**src/rtl/dc_blocker_pkg.sv**
```systemverilog
`default_nettype none
// ============================================================================
// Module   : dc_blocker_pkg
// Purpose  : Shared width helpers, output saturation and coefficient
//            constants for the multi-channel DC blocker.
// Contents : calc_idw / calc_out_dw / calc_ch_w  - derived widths
//            saturate                            - clamp to a signed width
//            ALPHA_0999                          - alpha ~0.999 at COEF_DW=16
// Revision : 1.0 - initial release
// ============================================================================
package dc_blocker_pkg;

  // Pole ~0.999 (Q0.16) for the usual receiver front-end setting.
  localparam logic [15:0] ALPHA_0999 = 16'hFFBE;

  // Internal state width: input + fractional bits + sign + one headroom bit.
  function automatic int calc_idw(input int input_dw, input int frac_bits);
    return input_dw + frac_bits + 2;
  endfunction

  // Output width: input + output fractional bits + sign.
  function automatic int calc_out_dw(input int input_dw, input int out_frac_bits);
    return input_dw + out_frac_bits + 1;
  endfunction

  // Channel index width, never narrower than one bit.
  function automatic int calc_ch_w(input int num_ch);
    return (num_ch > 1) ? $clog2(num_ch) : 1;
  endfunction

  // Clamp a wide signed value into the signed range of a w-bit result.
  function automatic logic signed [63:0] saturate(input logic signed [63:0] v,
                                                  input int                 w);
    logic signed [63:0] hi;
    logic signed [63:0] lo;
    hi = (64'sd1 <<< (w - 1)) - 64'sd1;
    lo = -(64'sd1 <<< (w - 1));
    if (v > hi) return hi;
    if (v < lo) return lo;
    return v;
  endfunction

endpackage
`default_nettype wire

```
**src/rtl/dc_blocker_sat.sv**
```systemverilog
`default_nettype none
// ============================================================================
// Module   : dc_blocker_sat
// Purpose  : Arithmetic right shift (floor) of an internal fixed-point value
//            followed by saturation to a signed output width. Purely
//            combinational; shared by the filter and bypass output paths.
// Ports    : i_data  in  IN_W   signed internal value
//            o_data  out OUT_W  shifted, clamped value
//            o_sat   out 1      clamping occurred
// Revision : 1.0 - initial release
// ============================================================================
module dc_blocker_sat
  import dc_blocker_pkg::*;
#(
  parameter int IN_W  = 22,
  parameter int SHIFT = 4,
  parameter int OUT_W = 17
) (
  input  logic signed [IN_W-1:0]  i_data,
  output logic signed [OUT_W-1:0] o_data,
  output logic                    o_sat
);

  logic signed [IN_W-1:0] w_shifted;
  logic signed [63:0]     w_wide;
  logic signed [63:0]     w_clamped;

  assign w_shifted = i_data >>> SHIFT;
  assign w_wide    = 64'(w_shifted);
  assign w_clamped = saturate(w_wide, OUT_W);
  assign o_data    = w_clamped[OUT_W-1:0];
  assign o_sat     = (w_clamped != w_wide);

endmodule
`default_nettype wire

```
**src/rtl/dc_blocker_mc.sv**
```systemverilog
`default_nettype none
// ============================================================================
// Module   : dc_blocker_mc
// Purpose  : Time-multiplexed multi-channel DC-blocking high-pass filter,
//            y[n] = x[n] - x[n-1] + alpha*y[n-1], independent state per
//            channel, fixed two-cycle latency, one sample per cycle.
// Ports    : clk, rst (async, active-high)
//            en_i       accept enable (0 drops samples, freezes state)
//            bypass_i   pass input through, state not written
//            clear_i    zero all channel state at this edge
//            alpha_i    unsigned Q0.COEF_DW pole, sampled per sample
//            valid_i / chan_i / data_i   input sample
//            valid_o / chan_o / data_o / sat_o   output sample
//            chan_err_o pulse for a valid sample on a nonexistent channel
// Revision : 1.0 - initial release
// ============================================================================
module dc_blocker_mc
  import dc_blocker_pkg::*;
#(
  parameter int NUM_CH             = 4,
  parameter int INPUT_DW           = 12,
  parameter int INPUT_SIGNED       = 0,
  parameter int INTERNAL_FRAC_BITS = 8,
  parameter int OUTPUT_FRAC_BITS   = 4,
  parameter int COEF_DW            = 16
) (
  input  logic                                                 clk,
  input  logic                                                 rst,
  input  logic                                                 en_i,
  input  logic                                                 bypass_i,
  input  logic                                                 clear_i,
  input  logic [COEF_DW-1:0]                                   alpha_i,
  input  logic                                                 valid_i,
  input  logic [calc_ch_w(NUM_CH)-1:0]                         chan_i,
  input  logic [INPUT_DW-1:0]                                  data_i,
  output logic                                                 valid_o,
  output logic [calc_ch_w(NUM_CH)-1:0]                         chan_o,
  output logic [calc_out_dw(INPUT_DW, OUTPUT_FRAC_BITS)-1:0]   data_o,
  output logic                                                 sat_o,
  output logic                                                 chan_err_o
);

  localparam int IDW    = calc_idw(INPUT_DW, INTERNAL_FRAC_BITS);
  localparam int OUT_DW = calc_out_dw(INPUT_DW, OUTPUT_FRAC_BITS);
  localparam int CH_W   = calc_ch_w(NUM_CH);
  localparam int SHIFT  = INTERNAL_FRAC_BITS - OUTPUT_FRAC_BITS;

  // Per-channel history.
  logic signed [IDW-1:0] r_x1 [NUM_CH];
  logic signed [IDW-1:0] r_y  [NUM_CH];

  // Stage-1 pipeline registers.
  logic                  r_s1_valid;
  logic [CH_W-1:0]       r_s1_ch;
  logic                  r_s1_byp;
  logic signed [IDW-1:0] r_s1_x;
  logic signed [IDW-1:0] r_s1_x1;
  logic signed [IDW-1:0] r_s1_p;

  logic                  w_ch_ok;
  logic                  w_accept;
  logic [CH_W-1:0]       w_rd_idx;
  logic                  w_fill;
  logic [IDW-1:0]        w_x_zext;
  logic signed [IDW-1:0] w_x_ext;
  logic                  w_s2_wr;
  logic                  w_fwd;
  logic signed [IDW-1:0] w_x1_rd;
  logic signed [IDW-1:0] w_y_rd;
  logic signed [COEF_DW:0]  w_alpha_s;
  logic signed [2*IDW-1:0]  w_prod;
  logic signed [IDW-1:0] w_p;
  logic signed [IDW-1:0] w_y_new;
  logic signed [OUT_DW-1:0] w_filt_data;
  logic signed [OUT_DW-1:0] w_byp_data;
  logic                  w_filt_sat;
  logic                  w_byp_sat;

  assign w_ch_ok  = (32'(chan_i) < NUM_CH);
  assign w_accept = valid_i && en_i && w_ch_ok;
  // Keep the array read inside the populated range even for rejected samples.
  assign w_rd_idx = w_ch_ok ? chan_i : '0;

  // Input extension: the two top bits beyond the shifted sample are the
  // sign/headroom bits, filled with the sign only for two's-complement input.
  assign w_fill   = (INPUT_SIGNED != 0) ? data_i[INPUT_DW-1] : 1'b0;
  assign w_x_zext = {{(IDW-INPUT_DW){w_fill}}, data_i};
  assign w_x_ext  = w_x_zext << INTERNAL_FRAC_BITS;

  // Stage 2: new output and state update for the sample registered last cycle.
  assign w_y_new = r_s1_x - r_s1_x1 + r_s1_p;
  assign w_s2_wr = r_s1_valid && !r_s1_byp;

  // When the sample behind us targets the channel being written this edge,
  // the array is one update stale, so take the values straight from stage 2.
  // A clear at the same edge wipes everything, including that update.
  assign w_fwd   = w_s2_wr && (r_s1_ch == chan_i) && !clear_i;
  assign w_x1_rd = clear_i ? '0 : (w_fwd ? r_s1_x  : r_x1[w_rd_idx]);
  assign w_y_rd  = clear_i ? '0 : (w_fwd ? w_y_new : r_y[w_rd_idx]);

  // alpha*y at double width, floor shift by COEF_DW, truncated back to IDW.
  assign w_alpha_s = {1'b0, alpha_i};
  assign w_prod    = (2*IDW)'(w_y_rd) * (2*IDW)'(w_alpha_s);
  assign w_p       = IDW'(w_prod >>> COEF_DW);

  dc_blocker_sat #(
    .IN_W  (IDW),
    .SHIFT (SHIFT),
    .OUT_W (OUT_DW)
  ) u_sat_filt (
    .i_data (w_y_new),
    .o_data (w_filt_data),
    .o_sat  (w_filt_sat)
  );

  dc_blocker_sat #(
    .IN_W  (IDW),
    .SHIFT (SHIFT),
    .OUT_W (OUT_DW)
  ) u_sat_byp (
    .i_data (r_s1_x),
    .o_data (w_byp_data),
    .o_sat  (w_byp_sat)
  );

  // Stage 1 registers and error pulse.
  always_ff @(posedge clk or posedge rst) begin
    if (rst) begin
      r_s1_valid <= 1'b0;
      r_s1_ch    <= '0;
      r_s1_byp   <= 1'b0;
      r_s1_x     <= '0;
      r_s1_x1    <= '0;
      r_s1_p     <= '0;
      chan_err_o <= 1'b0;
    end else begin
      r_s1_valid <= w_accept;
      chan_err_o <= valid_i && en_i && !w_ch_ok;
      if (w_accept) begin
        r_s1_ch  <= chan_i;
        r_s1_byp <= bypass_i;
        r_s1_x   <= w_x_ext;
        r_s1_x1  <= w_x1_rd;
        r_s1_p   <= w_p;
      end
    end
  end

  // Channel state: clear has priority over the stage-2 write.
  always_ff @(posedge clk or posedge rst) begin
    if (rst) begin
      for (int c = 0; c < NUM_CH; c++) begin
        r_x1[c] <= '0;
        r_y[c]  <= '0;
      end
    end else begin
      for (int c = 0; c < NUM_CH; c++) begin
        if (clear_i) begin
          r_x1[c] <= '0;
          r_y[c]  <= '0;
        end else if (w_s2_wr && (r_s1_ch == CH_W'(c))) begin
          r_x1[c] <= r_s1_x;
          r_y[c]  <= w_y_new;
        end
      end
    end
  end

  // Stage 2 output registers.
  always_ff @(posedge clk or posedge rst) begin
    if (rst) begin
      valid_o <= 1'b0;
      chan_o  <= '0;
      data_o  <= '0;
      sat_o   <= 1'b0;
    end else begin
      valid_o <= r_s1_valid;
      if (r_s1_valid) begin
        chan_o <= r_s1_ch;
        data_o <= r_s1_byp ? w_byp_data : w_filt_data;
        sat_o  <= r_s1_byp ? 1'b0 : w_filt_sat;
      end else begin
        sat_o  <= 1'b0;
      end
    end
  end

  // The bypass path never clamps at these widths; its flag is intentionally
  // not propagated.
  logic w_unused;
  assign w_unused = w_byp_sat;

endmodule
`default_nettype wire
```
**config.mk**
```make
export PLATFORM = sky130hd
export DESIGN_NAME = dc_blocker_mc
export DESIGN_NICKNAME = d
export VERILOG_FILES = /design/src/rtl/dc_blocker_pkg.sv /design/src/rtl/dc_blocker_sat.sv /design/src/rtl/dc_blocker_mc.sv
export SDC_FILE = /design/constraint.sdc
export NUM_CORES = 1
export LEC_CHECK = 0
export ABC_CLOCK_PERIOD_IN_PS = 27000
export BUFFER_PORTS_ARGS = -buffer_cell sky130_fd_sc_hd__buf_4
export CAP_MARGIN = 20
export CELL_PAD_IN_SITES_DETAIL_PLACEMENT = 1
export CELL_PAD_IN_SITES_GLOBAL_PLACEMENT = 2
export CORE_ASPECT_RATIO = 1.1
export CORE_MARGIN = 2
export CORE_UTILIZATION = 45
export DETAILED_ROUTE_END_ITERATION = 8
export GPL_TIMING_DRIVEN = 0
export PLACE_DENSITY_LB_ADDON = 0.1
export SKIP_LAST_GASP = 1
export SLEW_MARGIN = 20
export SYNTH_ARGS = -nofsm -noshare
export SYNTH_HDL_FRONTEND = slang
export SYNTH_HIERARCHICAL = 1
export SYNTH_SLANG_ARGS = --single-unit
export TNS_END_PERCENT = 100
```
**constraint.sdc**
```tcl
create_clock -name clk -period 27 [get_ports clk]
set_clock_uncertainty 0.15 [all_clocks]
set_input_delay 0 -clock clk [delete_from_list [all_inputs] [get_ports clk]]
set_output_delay 0 -clock clk [all_outputs]
set_load 0.005 [all_outputs]
```
==> qor.csv <==
stage,metric,value,unit
power_and_ir_drop,vdd_ir_drop_max,0.0000617,V
sta,clock.fmax,0.0912,GHz
sta,rsz0062_at_grt,no,
clock_network,cts_setup_buffers,0,
sta,finalWorstPathRequiredPeriod,10970,ps
global_route,grt_max_degree,89,
route,post_drt_via_cell_ratio,5.37,
synth,syn_inst,2614,
setup_path,reg2reg_from,r_s1_x[8]$_DFFE_PP0P_,
clock_network,numCtsBuffers,21,
final_layout,layout-drive-gt1-share,6.04,%
sta,finalHoldViolations,0,
floorplanning,io_pins,58,
route,drt_pass1_iterations,5,
outcome,outcome,finished clean,
global_route,via_count_of_the_first_global_routing_pass,20900,
power_and_ir_drop,p_per_area,69.7,nW/um^2
sta,tightestPinTransition,1140,ps
setup_path,arrival,11220,ps
placement,postPlaceCellArea,24700,sq um
setup_path,path_class,register to register,
global_route,grt_use_total,29.0,%
setup_path,cp.required,27250,ps
sta,final-setup-viol-count,0,
placement,io_buffers,48,
global_route,global_route_wire_length_before_repair,120000,microns
setup_path,critical-path-slowest-cell,sky130_fd_sc_hd__xor2_1,
global_route,grt.overflow.total,0,
route,drt_iter0_markers,899,
sta,final.period_utilization,40.6,%
route,dr_total_vias,18200,
floorplanning,horiz_die_dim,221,microns
route,number_of_nets_still_failing_antenna_checks_after_routing,0,
floorplanning,fp.dieArea,53700,sq um
placement,dpl.hpwl,62100,microns
final_layout,finish.utilization,49.7,%
sta,slew_headroom,23.6,%
job,max_cap_violations,0,
power_and_ir_drop,p_leak,12.3,nW
setup_path,startpoint_type,register,
route,drc,0,
clock_network,ctsHtreeMaxLevel,1,
final_layout,layout.cell_area.non_filler,25500,sq um
route,finalWirelength,75200,microns
sta,drv_slew,0,
final_layout,layout.filler_cells,6048,
synth,synth.yosys.warnings,6,
setup_path,cp-startpoint,r_s1_x[8]$_DFFE_PP0P_,
global_route,initial_antenna_violation_count,0,
clock_network,cts_tree,yes,
setup_path,crit_path_max_fanout,10,
floorplanning,row_count,87,
route,routed_wire_length_per_instance,22.1,microns
final_layout,area_delta_synth_final,9.20,%
power_and_ir_drop,totalPowerFinal,1.78,mW
synth,synth_area_per_cell,8.93,sq um
final_layout,finalNetCount,3215,
setup_path,end_kind,register,
worst_hold_path,min-delay-path-class,input pin to register,
floorplanning,fp.dieH,243,microns
setup_path,critical-path-max-stage-delay,770,ps
floorplanning,initial_core_util,45.5,%
sta,fin_hold_ws,65.6,ps
floorplanning,core_area,51300,sq um
worst_hold_path,min_path_cells,4,
clock_network,cts_root_buf,sky130_fd_sc_hd__clkbuf_16,
synth,mappedNetlistArea,23300,sq um
clock_network,tritoncts_num_sinks,207,
clock_network,clock_tree.buffer_depth,3,
worst_hold_path,hp-start,en_i,
sta,totalNegativeSetupSlack,0,ps
clock_network,clk_transition_reported_paths,60,ps
placement,gpl.final_weighted_congestion,0.859,
final_layout,antenna-diode-count,0,
setup_path,reg2reg_depth,32,
clock_network,insertion_delay,520,ps
==> flip-flops by register name, summed over array words and instances, names as in the netlist <==
name        count
data_o         17
chan_o          2
r_s1_byp        1
r_s1_x         12
r_s1_ch         2
r_x1           48
r_s1_x1        12
r_s1_valid      1
valid_o         1
r_y            88
r_s1_p         22
sat_o           1
==> worst paths after layout <==
kind                            slack, ps                      to
worst max register to register      16030  r_s1_p[21]$_DFFE_PP0P_
min in group asynchronous             530   data_o[7]$_DFFE_PP0P_
max in group asynchronous           25340  r_s1_p[19]$_DFFE_PP0P_
worst min-delay path                   70  r_s1_p[15]$_DFFE_PP0P_
worst min register to register        290       valid_o$_DFF_PP0_
worst max-delay path                16030  r_s1_p[21]$_DFFE_PP0P_
==> power by group <==
part           internal [mW]  switching [mW]  leakage (nW)
sequential             0.353          0.0352          2.79
combinational          0.383           0.718          9.21
clock                  0.159           0.130         0.316
==> layout by cell type, fill, tap and decap left out, types with 51 or more instances in the layout <==
cell / instances
sky130_fd_sc_hd__nor2_1: 113
sky130_fd_sc_hd__clkbuf_1: 106
sky130_fd_sc_hd__buf_4: 51
sky130_fd_sc_hd__o21ai_0: 61
sky130_fd_sc_hd__nand2_1: 540
sky130_fd_sc_hd__inv_1: 462
sky130_fd_sc_hd__ha_1: 113
sky130_fd_sc_hd__dfrtp_1: 207
sky130_fd_sc_hd__a21oi_1: 199
sky130_fd_sc_hd__fa_1: 348
sky130_fd_sc_hd__and2_1: 89
==> routing by layer <==
metal  up-vias  part of all wire (%)  track usage [%]
met1      9523                    41             35.9
met4         0                   3.9             10.8
met3       128                   3.4             2.51
met2       363                    52             52.5
li1       8218                     -                -
met5         -                     0                0
==> through the flow <==
stage / cells / worst slack (ps)
global placement: 3344 / 16190
CTS: 3398 / 15950
global route: 3398 / 15510
detailed placement: 3347 / 16000
finish: 3398 / 16030
floorplan: 2629 / 18320
==> timing repair <==
| action | 4_1_cts | 5_1_grt |
|---|---|---|
| hold endpoints to repair | 220 | 0 |
| hold buffers | 15 | 0 |
| resized for setup | 0 | 0 |
==> worst max-delay path: cells and delay by family, from the launching register on <==
family | cells | cell delay [ps]
compound gates | 7 | 2660
xor+xnor | 1 | 770
fa+ha+maj | 9 | 4270
buf+inv | 8 | 1120
flops | 1 | 540
simple gates | 7 | 1340
==> layout make-up <==
class / count / area [sq um] / area share, %
clock buffer: 27 / 568 / 2.23
tap: 667 / 835 / 3.27
clock inverter: 9 / 78.8 / 0.309
buffer: 132 / 541 / 2.12
sequential: 207 / 5180 / 20.3
inverter: 463 / 1750 / 6.85
timing repair buffer: 66 / 573 / 2.25
multi-input combinational: 1827 / 16000 / 62.7
No activity file was read; power rests on OpenSTA's default activity.
